$ cat config.mk
export PLATFORM = sky130hd
export DESIGN_NAME = jt12_lfo_ctrl_flat
export DESIGN_NICKNAME = d
export VERILOG_FILES = /design/src/rtl/jt12_lfo_ctrl_if.sv /design/src/rtl/jt12_lfo_ctrl.sv /design/src/flat_wrapper.sv
export SDC_FILE = /design/constraint.sdc
export NUM_CORES = 1
export LEC_CHECK = 0
export BUFFER_PORTS_ARGS = -buffer_cell sky130_fd_sc_hd__clkbuf_2
export CAP_MARGIN = 20
export CORE_MARGIN = 5
export CORE_UTILIZATION = 50
export DETAILED_ROUTE_END_ITERATION = 8
export PLACE_DENSITY = 0.83
export SLEW_MARGIN = 20
export SYNTH_ARGS = -nofsm -noshare
export SYNTH_HDL_FRONTEND = slang
export SYNTH_SLANG_ARGS = --single-unit
$ cat constraint.sdc
create_clock -name clk -period 3.71 [get_ports clk]
set_input_delay 0.371 -clock clk [delete_from_list [all_inputs] [get_ports clk]]
set_output_delay 0.371 -clock clk [all_outputs]
set_load 0.01 [all_outputs]
$ cat src/rtl/jt12_lfo_ctrl_if.sv
// Write bus for the LFO register controller: valid/ready handshake carrying
// an 8-bit address and an 8-bit data byte.
interface jt12_lfo_ctrl_if;
    logic       wr_valid;
    logic [7:0] wr_addr;
    logic [7:0] wr_data;
    logic       wr_ready;

    modport master (
        output wr_valid,
        output wr_addr,
        output wr_data,
        input  wr_ready
    );

    modport slave (
        input  wr_valid,
        input  wr_addr,
        input  wr_data,
        output wr_ready
    );
endinterface

$ cat src/rtl/jt12_lfo_ctrl.sv
// jt12_lfo_ctrl: register-side controller for the YM2612 LFO counter.
// Takes CPU writes, decodes the LFO register {en, freq}, derives the
// once-per-sample zero tick from slot clock enables, and applies new LFO
// settings only at a sample boundary.
//
// Build option: define JT12_LFO_WRMERGE_EN to keep the write port open while
// a setting is waiting (last LFO write before the boundary wins).
//
// state | meaning
// IDLE  | no setting waiting; writes accepted
// PEND  | decoded LFO write held until the next zero tick
// APPLY | one clk: pending setting is loaded into lfo_en/lfo_freq
module jt12_lfo_ctrl #(
    parameter int         SLOTS    = 24,
    parameter logic [7:0] LFO_ADDR = 8'h22
) (
    input  logic             clk,
    input  logic             rst,
    input  logic             cen,
    jt12_lfo_ctrl_if.slave   wr,
    output logic             zero,
    output logic             lfo_en,
    output logic [2:0]       lfo_freq,
    output logic             lfo_rst,
    output logic             pending
);

    typedef enum logic [1:0] {
        IDLE  = 2'd0,
        PEND  = 2'd1,
        APPLY = 2'd2
    } state_t;

    localparam logic [5:0] LAST_SLOT = 6'(SLOTS - 1);

    state_t     state;
    state_t     state_nx;
    logic [5:0] cnt;
    logic [3:0] pend_reg;
    logic       xfer;
    logic       lfo_wr;
    logic       unused_hi;

    assign xfer      = wr.wr_valid && wr.wr_ready;
    assign lfo_wr    = xfer && (wr.wr_addr == LFO_ADDR);
    assign unused_hi = ^wr.wr_data[7:4];

    // Slot counter and the registered end-of-sample tick.
    always_ff @(posedge clk or posedge rst) begin
        if (rst) begin
            cnt  <= 6'd0;
            zero <= 1'b0;
        end else begin
            zero <= cen && (cnt == LAST_SLOT);
            if (cen)
                cnt <= (cnt == LAST_SLOT) ? 6'd0 : cnt + 6'd1;
        end
    end

    // State register.
    always_ff @(posedge clk or posedge rst) begin
        if (rst)
            state <= IDLE;
        else
            state <= state_nx;
    end

    // Next-state decode.
    always_comb begin
        state_nx = state;
        case (state)
            IDLE:    if (lfo_wr) state_nx = PEND;
            PEND:    if (zero)   state_nx = APPLY;
`ifdef JT12_LFO_WRMERGE_EN
            APPLY:   state_nx = lfo_wr ? PEND : IDLE;
`else
            APPLY:   state_nx = IDLE;
`endif
            default: state_nx = IDLE;
        endcase
    end

    // State-decoded outputs; lfo_rst flags an enable edge on the apply clk.
    always_comb begin
        wr.wr_ready = 1'b1;
        pending     = 1'b0;
        lfo_rst     = 1'b0;
        case (state)
            PEND: begin
                pending = 1'b1;
`ifndef JT12_LFO_WRMERGE_EN
                wr.wr_ready = 1'b0;
`endif
            end
            APPLY: begin
                lfo_rst = (pend_reg[3] != lfo_en);
`ifndef JT12_LFO_WRMERGE_EN
                wr.wr_ready = 1'b0;
`endif
            end
            default: ;
        endcase
    end

    // Pending-setting latch and applied LFO settings. An LFO write in APPLY
    // (merge build) refills pend_reg while the old value is being applied.
    always_ff @(posedge clk or posedge rst) begin
        if (rst) begin
            pend_reg <= 4'd0;
            lfo_en   <= 1'b0;
            lfo_freq <= 3'd0;
        end else begin
            if (lfo_wr)
                pend_reg <= wr.wr_data[3:0];
            if (state == APPLY) begin
                lfo_en   <= pend_reg[3];
                lfo_freq <= pend_reg[2:0];
            end
        end
    end

endmodule

$ cat src/flat_wrapper.sv
// flat-port wrapper written by rule: the top's interface ports become plain ports
module jt12_lfo_ctrl_flat 
#(
    parameter int         SLOTS    = 24,
    parameter logic [7:0] LFO_ADDR = 8'h22
)
  (clk, rst, cen, zero, lfo_en, lfo_freq, lfo_rst, pending, wr_wr_valid, wr_wr_addr, wr_wr_data, wr_wr_ready);
  jt12_lfo_ctrl_if wr_i ();
  input  logic clk;
  input  logic rst;
  input  logic cen;
  output logic zero;
  output logic lfo_en;
  output logic [2:0] lfo_freq;
  output logic lfo_rst;
  output logic pending;
  input wire logic [$bits(wr_i.wr_valid)-1:0] wr_wr_valid;
  input wire logic [$bits(wr_i.wr_addr)-1:0] wr_wr_addr;
  input wire logic [$bits(wr_i.wr_data)-1:0] wr_wr_data;
  output wire logic [$bits(wr_i.wr_ready)-1:0] wr_wr_ready;
  assign wr_i.wr_valid = wr_wr_valid;
  assign wr_i.wr_addr = wr_wr_addr;
  assign wr_i.wr_data = wr_wr_data;
  assign wr_wr_ready = wr_i.wr_ready;
  jt12_lfo_ctrl #(.SLOTS(SLOTS), .LFO_ADDR(LFO_ADDR)) u_core (.clk(clk), .rst(rst), .cen(cen), .wr(wr_i), .zero(zero), .lfo_en(lfo_en), .lfo_freq(lfo_freq), .lfo_rst(lfo_rst), .pending(pending));
endmodule
==> flow_summary_export.csv <==
group,metric,value,unit
timing,relSlewSlack,59.1,%
clock_tree,cts_num_sinks,17,
synth,synth_seq_cells,17,
synth,ys_types,25,
clock_tree,clock_latency,0.29,ns
timing,skew,0.00477,ns
final_layout,fin_util,61.6,%
hold_path,hold_class,"primary input to asynchronous set/reset pin",
clock_tree,root_buffer,"clkbuf_4",
placement,dp_hpwl,1190,um
final_layout,final_common_cell,"clkbuf_2",
clock_tree,htreeDepth,1,
pwr,seq_power_share,50.2,%
timing,setup_ws,1.96,ns
route,drt_iter0_markers,4,
clock_tree,clockBufferDepth,2,
timing,hold_slack,0.112,ns
grt,grt_max_degree,18,
pwr,combPwrFrac,31.9,%
worst_setup_path,worstPathArrival,1.38,ns
route,routed-via-count,600,
clock_tree,cts_tree,"yes",
pwr,leakage,0.544,nW
grt,antenna_found_initial,0,
route,drt_first_pass_iters,4,
grt,grt_use_met3,4.58,%
timing,fmax,0.573,GHz
run_status,status,"finished clean",
timing,fin_crit,1.75,ns
worst_setup_path,r2r-start,"u_core.state[0]",
timing,setup_violations,0,
route,vias_per_cell,5.31,
final_layout,final_cell_mix,"clkbuf_2, dfrtp_1, mux2_2, ha_1",
grt,grt_pass1_vias,617,
grt,busiest_layer,"met2",
worst_setup_path,cp-end-kind,"primary output",
worst_setup_path,cp-start-kind,"register",
grt,grt_pass1_wl,2540,um
job,drv_cap,0,
die,die-area,0.00269,sq mm
die,ioPinCount,28,
clock_tree,cts_made_buffers,3,
synth,syn_inst,69,
route,ant_nets,0,
route,drcViolationCount,0,
route,wl,1450,um
pwr,internal_power,368,uW
clock_tree,cts_resized,0,
die,die_h,51.9,um
die,coreArea,0.00169,sq mm
final_layout,diodes,0,
synth,syn_nets,94,
clock_tree,cts.clk_slew.worst_paths,0.10,ns
route,wl_per_cell,12.9,um
placement,post-place-cells,109,
worst_setup_path,cp-startpoint,"u_core.state[0]",
clock_tree,post_cts_buffers,0,
synth,yosysWarningCount,0,
clock_tree,cts_hold_buf,0,
die,initial_core_util,51.9,%
grt,grtUsageTotal,12.6,%
pwr,p_sw_share,33.3,%
grt,use_met2,22.2,%
worst_setup_path,path_class,"register to primary output",
timing,period_share,47.1,%
die,die_w,51.9,um
synth,postSynthAreaPerCell,12.7,sq um
pwr,pwr_density_cell,530,mW/mm^2
synth,yosysSeqAreaShare,48.6,%
placement,place_congestion,0.792,
timing,tns,0,ns
timing,rsz0062_at_grt,"false",
final_layout,nNetsFinal,122,
final_layout,syn_to_final_growth,18.7,%
synth,syn_area,876,sq um
pwr,p_clk_share,17.9,%
pwr,ir_drop,408,uV
worst_setup_path,required,3.34,ns
timing,worst_slew_pin_slew,0.613,ns
grt,grtUsageMet1,14.6,%
worst_setup_path,worstPathMaxFanout,5,
placement,io_buffers,23,
placement,dp_slack,1.96,ns
timing,hold_violations,0,
pwr,p_sw,183,uW
die,rows,15,
timing,slew_violations,0,
final_layout,layout-drive-gt1-share,43.8,%
final_layout,final_cells,113,
grt,grt.overflow.total,0,
final_layout,largest_reg_flops,6,
[cell type report]
class / instances / area, sq um
clock buffer: 3 / 22.5
clock inverter: 1 / 5.00
fill: 142 / 649
inverter: 4 / 15.0
multi-input combinational: 48 / 435
sequential: 17 / 425
tap: 17 / 21.3
timing repair buffer: 23 / 115
[path summary, 6_finish.rpt]
kind,end,slack (ns),cells after the start
hold reg to reg,u_core.cnt[4],0.51,1
setup / recovery,lfo_rst,1.96,4
max in group asynchronous,u_core.cnt[3],3.20,2
setup reg to reg,u_core.pend_reg[2],1.97,5
hold / removal,u_core.lfo_freq[2],0.11,2
min in group clk,u_core.pend_reg[0],0.31,2
[per-stage QoR]
stage / power (mW) / cell area, sq um
after floorplan: 0.405 / 876
after global placement: 0.449 / 1010
after detailed placement: 0.458 / 1010
after CTS: 0.558 / 1040
after global routing: 0.595 / 1040
final: 0.551 / 1040
[power by group through the flow]
stage | Clock (mW) | Sequential [mW] | Combinational, mW
after floorplan | 0 | 0.273 | 0.131
after global placement | 0 | 0.277 | 0.172
after detailed placement | 0 | 0.280 | 0.178
after CTS | 0.102 | 0.277 | 0.179
after global routing | 0.110 | 0.284 | 0.201
final | 0.0986 | 0.277 | 0.176
[cells by family after synthesis]
| kind of cell | after synthesis | synth area share (%) |
|---|---|---|
| xor gates and xnor gates | 5 | 5.00 |
| and+or+nand+nor | 22 | 18.3 |
| muxes | 10 | 14.4 |
| buffers and inverters | 4 | 1.71 |
| adders and majority gates | 5 | 7.14 |
| AOI/OAI and AO/OA | 6 | 4.86 |
| DFF | 17 | 48.6 |
[critical path: stages, from the launching register on]
cell,delay [ns]
dfrtp_1,0.42
inv_1,0.12
ha_1,0.27
and2_1,0.15
clkbuf_2,0.12
[routing by layer]
layer  wire (um)  vias up
met1         624      285
li1            -      295
met5           0        -
met3          92        2
met2         724       18
met4          12        0
[cell usage after synthesis, drive strengths merged]
library cell / number / area [sq um]
o211ai: 1 / 7.51
dfrtp: 17 / 425
nand3: 3 / 27.5
nand3b: 1 / 7.51
and4bb: 1 / 12.5
nand4: 2 / 12.5
inv: 4 / 15.0
o21ai: 2 / 10.0
o221a: 1 / 11.3
nor2b: 2 / 12.5
a21oi: 1 / 5.00
nand2: 4 / 15.0
xnor2: 2 / 17.5
and2: 1 / 6.26
nor4b: 2 / 38.8
a21o: 1 / 8.76
mux2: 9 / 116
nor2: 4 / 15.0
nand2b: 2 / 12.5
xor2: 3 / 26.3
ha: 5 / 62.6
mux2i: 1 / 10.0
No activity file was read; power rests on OpenSTA's default activity.
